$ cat config.mk
export PLATFORM = sky130hd
export DESIGN_NAME = fft_bfly_addsub_seq
export DESIGN_NICKNAME = d
export VERILOG_FILES = /design/src/rtl/fft_bfly_addsub_seq.sv
export SDC_FILE = /design/constraint.sdc
export NUM_CORES = 1
export LEC_CHECK = 0
export BUFFER_PORTS_ARGS = -buffer_cell sky130_fd_sc_hd__buf_4
export CORE_ASPECT_RATIO = 0.8
export CORE_MARGIN = 2
export CORE_UTILIZATION = 25
export DETAILED_ROUTE_END_ITERATION = 10
export GPL_TIMING_DRIVEN = 0
export PLACE_DENSITY = 0.5
export SLEW_MARGIN = 10
export SYNTH_ARGS = -nofsm -noshare
export SYNTH_HDL_FRONTEND = slang
export SYNTH_SLANG_ARGS = --single-unit
$ cat constraint.sdc
create_clock -name clk -period 5.2 [get_ports clk]
set_clock_uncertainty 0.1 [all_clocks]
set_input_delay 0.52 -clock clk [delete_from_list [all_inputs] [get_ports clk]]
set_output_delay 0.52 -clock clk [all_outputs]
set_load 0.005 [all_outputs]
$ cat src/rtl/fft_bfly_addsub_seq.sv
// fft_bfly_addsub_seq: sequences X=A+WB, Y=A-WB over one shared FP add/sub unit, four ops per butterfly
module fft_bfly_addsub_seq #(
   parameter int DATA_W  = 32,
   parameter int ADD_LAT = 0
) (
   input  logic              clk,
   input  logic              rst,
   input  logic              in_valid,
   output logic              in_ready,
   input  logic [DATA_W-1:0] a_re,
   input  logic [DATA_W-1:0] a_im,
   input  logic [DATA_W-1:0] wb_re,
   input  logic [DATA_W-1:0] wb_im,
   output logic [DATA_W-1:0] add_a,
   output logic [DATA_W-1:0] add_b,
   output logic              add_sub,
   input  logic [DATA_W-1:0] add_res,
   output logic              out_valid,
   input  logic              out_ready,
   output logic [DATA_W-1:0] x_re,
   output logic [DATA_W-1:0] x_im,
   output logic [DATA_W-1:0] y_re,
   output logic [DATA_W-1:0] y_im,
   output logic              busy
);
   localparam int CW = ADD_LAT > 0 ? $clog2(ADD_LAT + 1) : 1;
   localparam logic [CW-1:0] LAST = CW'(ADD_LAT);
   typedef enum logic [2:0] {IDLE, OP0, OP1, OP2, OP3, DONE} state_t;
   state_t            state;
   logic [CW-1:0]     cnt;
   logic [DATA_W-1:0] ar, ai, br, bi;
   logic              last;
   assign last = cnt == LAST;
   // adder operands are loaded one op ahead so they are already stable on the first cycle of each op
   always_ff @(posedge clk) begin
      if (rst) begin
         state     <= IDLE;
         in_ready  <= 1'b1;
         out_valid <= 1'b0;
         busy      <= 1'b0;
         cnt       <= '0;
         add_a     <= '0;
         add_b     <= '0;
         add_sub   <= 1'b0;
         x_re      <= '0;
         x_im      <= '0;
         y_re      <= '0;
         y_im      <= '0;
         ar        <= '0;
         ai        <= '0;
         br        <= '0;
         bi        <= '0;
      end else begin
         if (state inside {OP0, OP1, OP2, OP3}) cnt <= last ? '0 : cnt + 1'b1;
         case (state)
            IDLE: if (in_valid) begin
               ar       <= a_re;
               ai       <= a_im;
               br       <= wb_re;
               bi       <= wb_im;
               add_a    <= a_re;
               add_b    <= wb_re;
               add_sub  <= 1'b0;
               in_ready <= 1'b0;
               busy     <= 1'b1;
               state    <= OP0;
            end
            OP0: if (last) begin
               x_re  <= add_res;
               add_a <= ai;
               add_b <= bi;
               state <= OP1;
            end
            OP1: if (last) begin
               x_im    <= add_res;
               add_a   <= ar;
               add_b   <= br;
               add_sub <= 1'b1;
               state   <= OP2;
            end
            OP2: if (last) begin
               y_re  <= add_res;
               add_a <= ai;
               add_b <= bi;
               state <= OP3;
            end
            OP3: if (last) begin
               y_im      <= add_res;
               out_valid <= 1'b1;
               state     <= DONE;
            end
            DONE: if (out_ready) begin
               out_valid <= 1'b0;
               in_ready  <= 1'b1;
               busy      <= 1'b0;
               state     <= IDLE;
            end
            default: state <= IDLE;
         endcase
      end
   end
endmodule

[Word-level counts from Yosys, hierarchy flattened]
Index checks and enable logic that the tools add are counted.
Word-level totals
  latch bits: 0
  memory bits (read-only): 0
  bits in registers: 328
  bits of input ports: 164
  word-level logic and storage cells: 72
  memories: 0
  output and inout bits: 196
  bits in writable memories: 0
Operators by class
  $lt $le $gt $ge: 0
  shift-type cells: 0
  reductions and logical operators: 17
  muxes and demuxes: 25
  div/mod/pow operators: 0
  add/sub/neg operators: 1
  multiply operators: 0
  equality and inequality tests: 12
  bitwise gates (word level): 1
Operators with widths (count)
  32-bit 2-to-1 mux: 6
  32-bit case mux with 3 select lines: 2
  3-bit 2-to-1 mux: 6
  3-bit case mux with 6 select lines: 1
  2-bit inequality test, second input constant: 7
  2-bit AND reduction: 5
  3-bit AND reduction: 3
  1-bit case mux with 2 select lines: 4
  3-bit by 2-bit == test with 1-bit output, second input constant: 2
  3-bit == test, second input constant: 2
  1-bit 2-to-1 mux: 6
  6-bit AND reduction: 1
  2-bit nonzero test: 3
  4-bit AND reduction: 1
  4-bit nonzero test: 1
  3-bit by 1-bit == test with 1-bit output, second input constant: 1
  3-bit zero test: 1
  3-bit nonzero test: 1
  2-bit OR reduction: 1
  1-bit adder, second input constant: 1
  1-bit inverter: 1

[Depth between registers and ports, before layout]
  word-level depth: 4
  gate-level depth with buffers: 7
  depth with buffers taken out: 3

[Worst setup path after synthesis]
Ideal clock, no wire load.
  kind: input -> register
  from: input port in_valid
  to: register ai[0]
  setup time: 132 ps
  path buffers: 3
  required time: 4968 ps
  data arrival time: 1447 ps
  stages: 6
  slack: 3521 ps
  cells stage by stage: or4b_1 clkbuf_1 buf_6 buf_6 nand2_1 a21oi_1
Between the ends
  longest elaborated chain between the ends: 1
RTL lines
  from (decl): line 8  | input logic in_valid,
  2-bit AND reduction (no line)
  to (signal assigned): line 58  | ai <= a_im;
  to (decl): line 31  | logic [DATA_W-1:0] ar, ai, br, bi;
No other way between the ends.
A chain may end at the register's enable or synchronous reset.

[Worst setup path after layout]
  from: register state[0]
  to: register add_a[12]
Between the ends
  longest elaborated chain between the ends: 4
  elaborated cells between the ends (all ways): 11
  those cells by class: eq/ne (6); mux (1); reduce/logical (4)
RTL lines
  from (decl): line 29  | state_t state;
  from (signal assigned): line 37  | state <= IDLE;
  from (signal assigned): line 66  | state <= OP0;
  from (signal assigned): line 72  | state <= OP1;
  3-bit by 1-bit == test with 1-bit output / 3-bit by 2-bit == test with 1-bit output (equally long branches): line 55  | case (state)
  2-bit OR reduction (no line)
  2-bit inequality test (no line) / 3-bit nonzero test (equally long branches)
  4-bit AND reduction (no line)
  to (signal assigned): line 61  | add_a <= a_re;
  to (signal assigned): line 70  | add_a <= ai;
  to (signal assigned): line 76  | add_a <= ar;
  to (decl): line 14  | output logic [DATA_W-1:0] add_a,
Parallel ways exist; a longest one is shown, timed or not.

==> out/results.ini <==
[clocking]
clkTransAtPathRegs_ns = 0.06
h-tree-depth = 2
cts_setup_buffers = 0
clk_latency_ns = 0.57
numCtsBuffers = 38
cts_tree = yes
clock_sink_count = 327
cts_hold_buf = 0
clk_path_buf_depth = 3
cts_resized = 0
cts-root-buf = clkbuf_16

[sta]
holdWs_ns = 0.0706
setup-tns-final_ns = 0
hold_violations = 0
period_minus_slack_ns = 2.37
fin_ws_ns = 2.83
rsz0062_at_grt = no
relSlewSlack = 0.337
setup_violations = 0
finalMaxSlewViolations = 0
tightestPinTransition_ns = 0.994
fin_crit_sh = 0.456
clock.fmax_ghz = 0.422

[cells_and_area]
fin_nets = 2083
post_layout_nonfiller_instances = 2576
regArea_mm2 = 0.00655
area_delta_synth_final_pct = 38.2
drive_above_1_share = 0.247
n_fill_cell = 5118
multi_input_area_mm2 = 0.00487

[run]
max-cap-violations = 0

[grt]
antenna_found_initial = 2
grt_pass1_wl_mm = 73.0
grt_max_degree = 13
grt.total_usage = 0.185
grt-ovfl-total = 0
grt_pass1_vias = 12200

[floorplan]
die_h_um = 203
die_area_mm2 = 0.0511
dieWidth_um = 252
rows = 72
initial_utilization = 0.254
core_region_area_mm2 = 0.0486
num_io_pins = 360

[placement]
gp_congestion = 0.822
place_inst = 2508
hpwlAfterDp_mm = 36.3
io_buffers = 358
pre_cts_slack_ns = 2.28

[yosys]
ys_seq_elements = 327
synth_top_family_by_area = compound AO/OA/AOI/OAI gates
synth_simple_gate_area_frac = 0.169
ys_types = 27
yosys_warnings = 0
synth.net_count = 1685
synth-seq-area-share = 0.531
synth_compound_area_frac = 0.225
yosys.area_share.adder = 0
synth_xor_area_frac = 0.000710
syn_inst = 1521
synth.area.mux_share = 0
postSynthAreaPerCell_um2 = 8.11
synth_area_mm2 = 0.0123

[pwr]
pwr_density_cell_mw_per_mm2 = 406
vdd_drop_max_uv = 200
p_leak_uw = 0.00676

[routing]
vias = 12400
first_iter_violations = 763
wl_met2_mm = 21.6
drc_errors = 0
highest_layer = met5
dr.pass1.iters = 5
routed_wl_mm = 48.6
final_antenna_net_count = 0
wl_per_cell_um = 18.9
route.met3.wl_mm = 2.84
routed_via_density = 4.81
wl_met1_mm = 23.0

[critical_path]
cp-end-kind = register
cp_max_fo = 10
critPathKind = reg2reg
cp.required_ns = 5.50
arrival_ns = 2.67
cp-start-kind = register

[status]
status = completed

[worst_hold_path]
holdCritPathClass = in2reg

## cell usage in the layout (no fill, tap or decap), types with 2 or more instances in the layout
cell type	Yosys	routed
clkbuf_8	0	9
a221oi_1	129	129
buf_6	11	11
buf_4	3	361
buf_2	45	45
clkinv_2	0	2
nor2_1	4	4
clkbuf_1	79	89
clkbuf_16	0	38
a21oi_1	260	260
dfxtp_1	327	327
inv_1	65	65
nand2b_1	2	2
nor3b_2	3	3
a21o_1	3	3
inv_6	0	3
bufinv_16	0	2
or3b_2	3	3
diode_2	0	2
nand2_1	512	512
o21ai_0	63	63
## layout make-up
cell class,count,share of cell area
inverters,66,0.0145
plain buffers,138,0.0392
multi-input cells,990,0.286
clock buffers,57,0.0652
flip-flops and latches,327,0.384
well taps,629,0.0462
clock inverters,9,0.00705
diodes,2,0.000294
repair buffers,358,0.158
## power breakdown
| part | switching (µW) | leakage, µW | total (µW) | internal [µW] |
|---|---|---|---|---|
| clock | 1100 | 0.000602 | 2680 | 1580 |
| sequential | 144 | 0.00267 | 2900 | 2760 |
| combinational | 785 | 0.00348 | 1340 | 556 |
| total | 2030 | 0.00676 | 6930 | 4890 |
## synthesized netlist by cell type (all sizes together)
library cell / instances / share of area
nand4b: 1 / 0.00071
a211o: 1 / 0.00071
dfxtp: 327 / 0.53
clkbuf: 79 / 0.024
nor3: 1 / 0.00041
xnor2: 1 / 0.00071
or3b: 3 / 0.0021
buf: 59 / 0.030
nand2: 512 / 0.16
a221oi: 129 / 0.092
nand2b: 2 / 0.0010
nor4b: 1 / 0.0012
nand3b: 1 / 0.00061
clkinv: 1 / 0.00030
or4b: 1 / 0.00081
inv: 65 / 0.020
o21ai: 63 / 0.026
a21oi: 260 / 0.11
nor3b: 3 / 0.0030
nor2: 5 / 0.0017
and3b: 1 / 0.00071
or3: 1 / 0.00051
a21o: 3 / 0.0018
nor2b: 1 / 0.00051
## kinds of logic after synthesis
group,Yosys count
flops,327
xor+xnor,1
compound gates,456
simple gates,533
buf+inv,204
## worst max-delay path, stage by stage (launching register included)
cell and delay (ns):
dfxtp_1 0.29, buf_4 0.16, nor2_2 0.65, a21o_1 0.21, buf_2 0.31, buf_2 0.34
a221oi_1 0.14
## metal layers
layer,vias to the layer above,track usage
li1,5972,-
met1,5954,0.261
met2,401,0.285
met3,71,0.0342
met4,2,0.0598
met5,-,0
## path summary, 6_finish.rpt
kind,slack [ns],start,end,cells after the start
hold reg to reg,0.35,x_re[20],x_re[20],2
hold / removal,0.07,out_ready,state[0],2
setup / recovery,2.83,state[0],add_a[12],6
setup reg to reg,2.83,state[0],add_a[12],6
## metrics by stage
stage               power, µW  instance area [µm²]   util
finish                   6930                17000  0.351
global route             7260                17000  0.351
CTS                      7010                17000  0.351
detailed placement       4300                15800  0.326
global placement         4290                15800  0.326
floorplan                3610                12300      -
No activity file was read; power rests on OpenSTA's default activity.
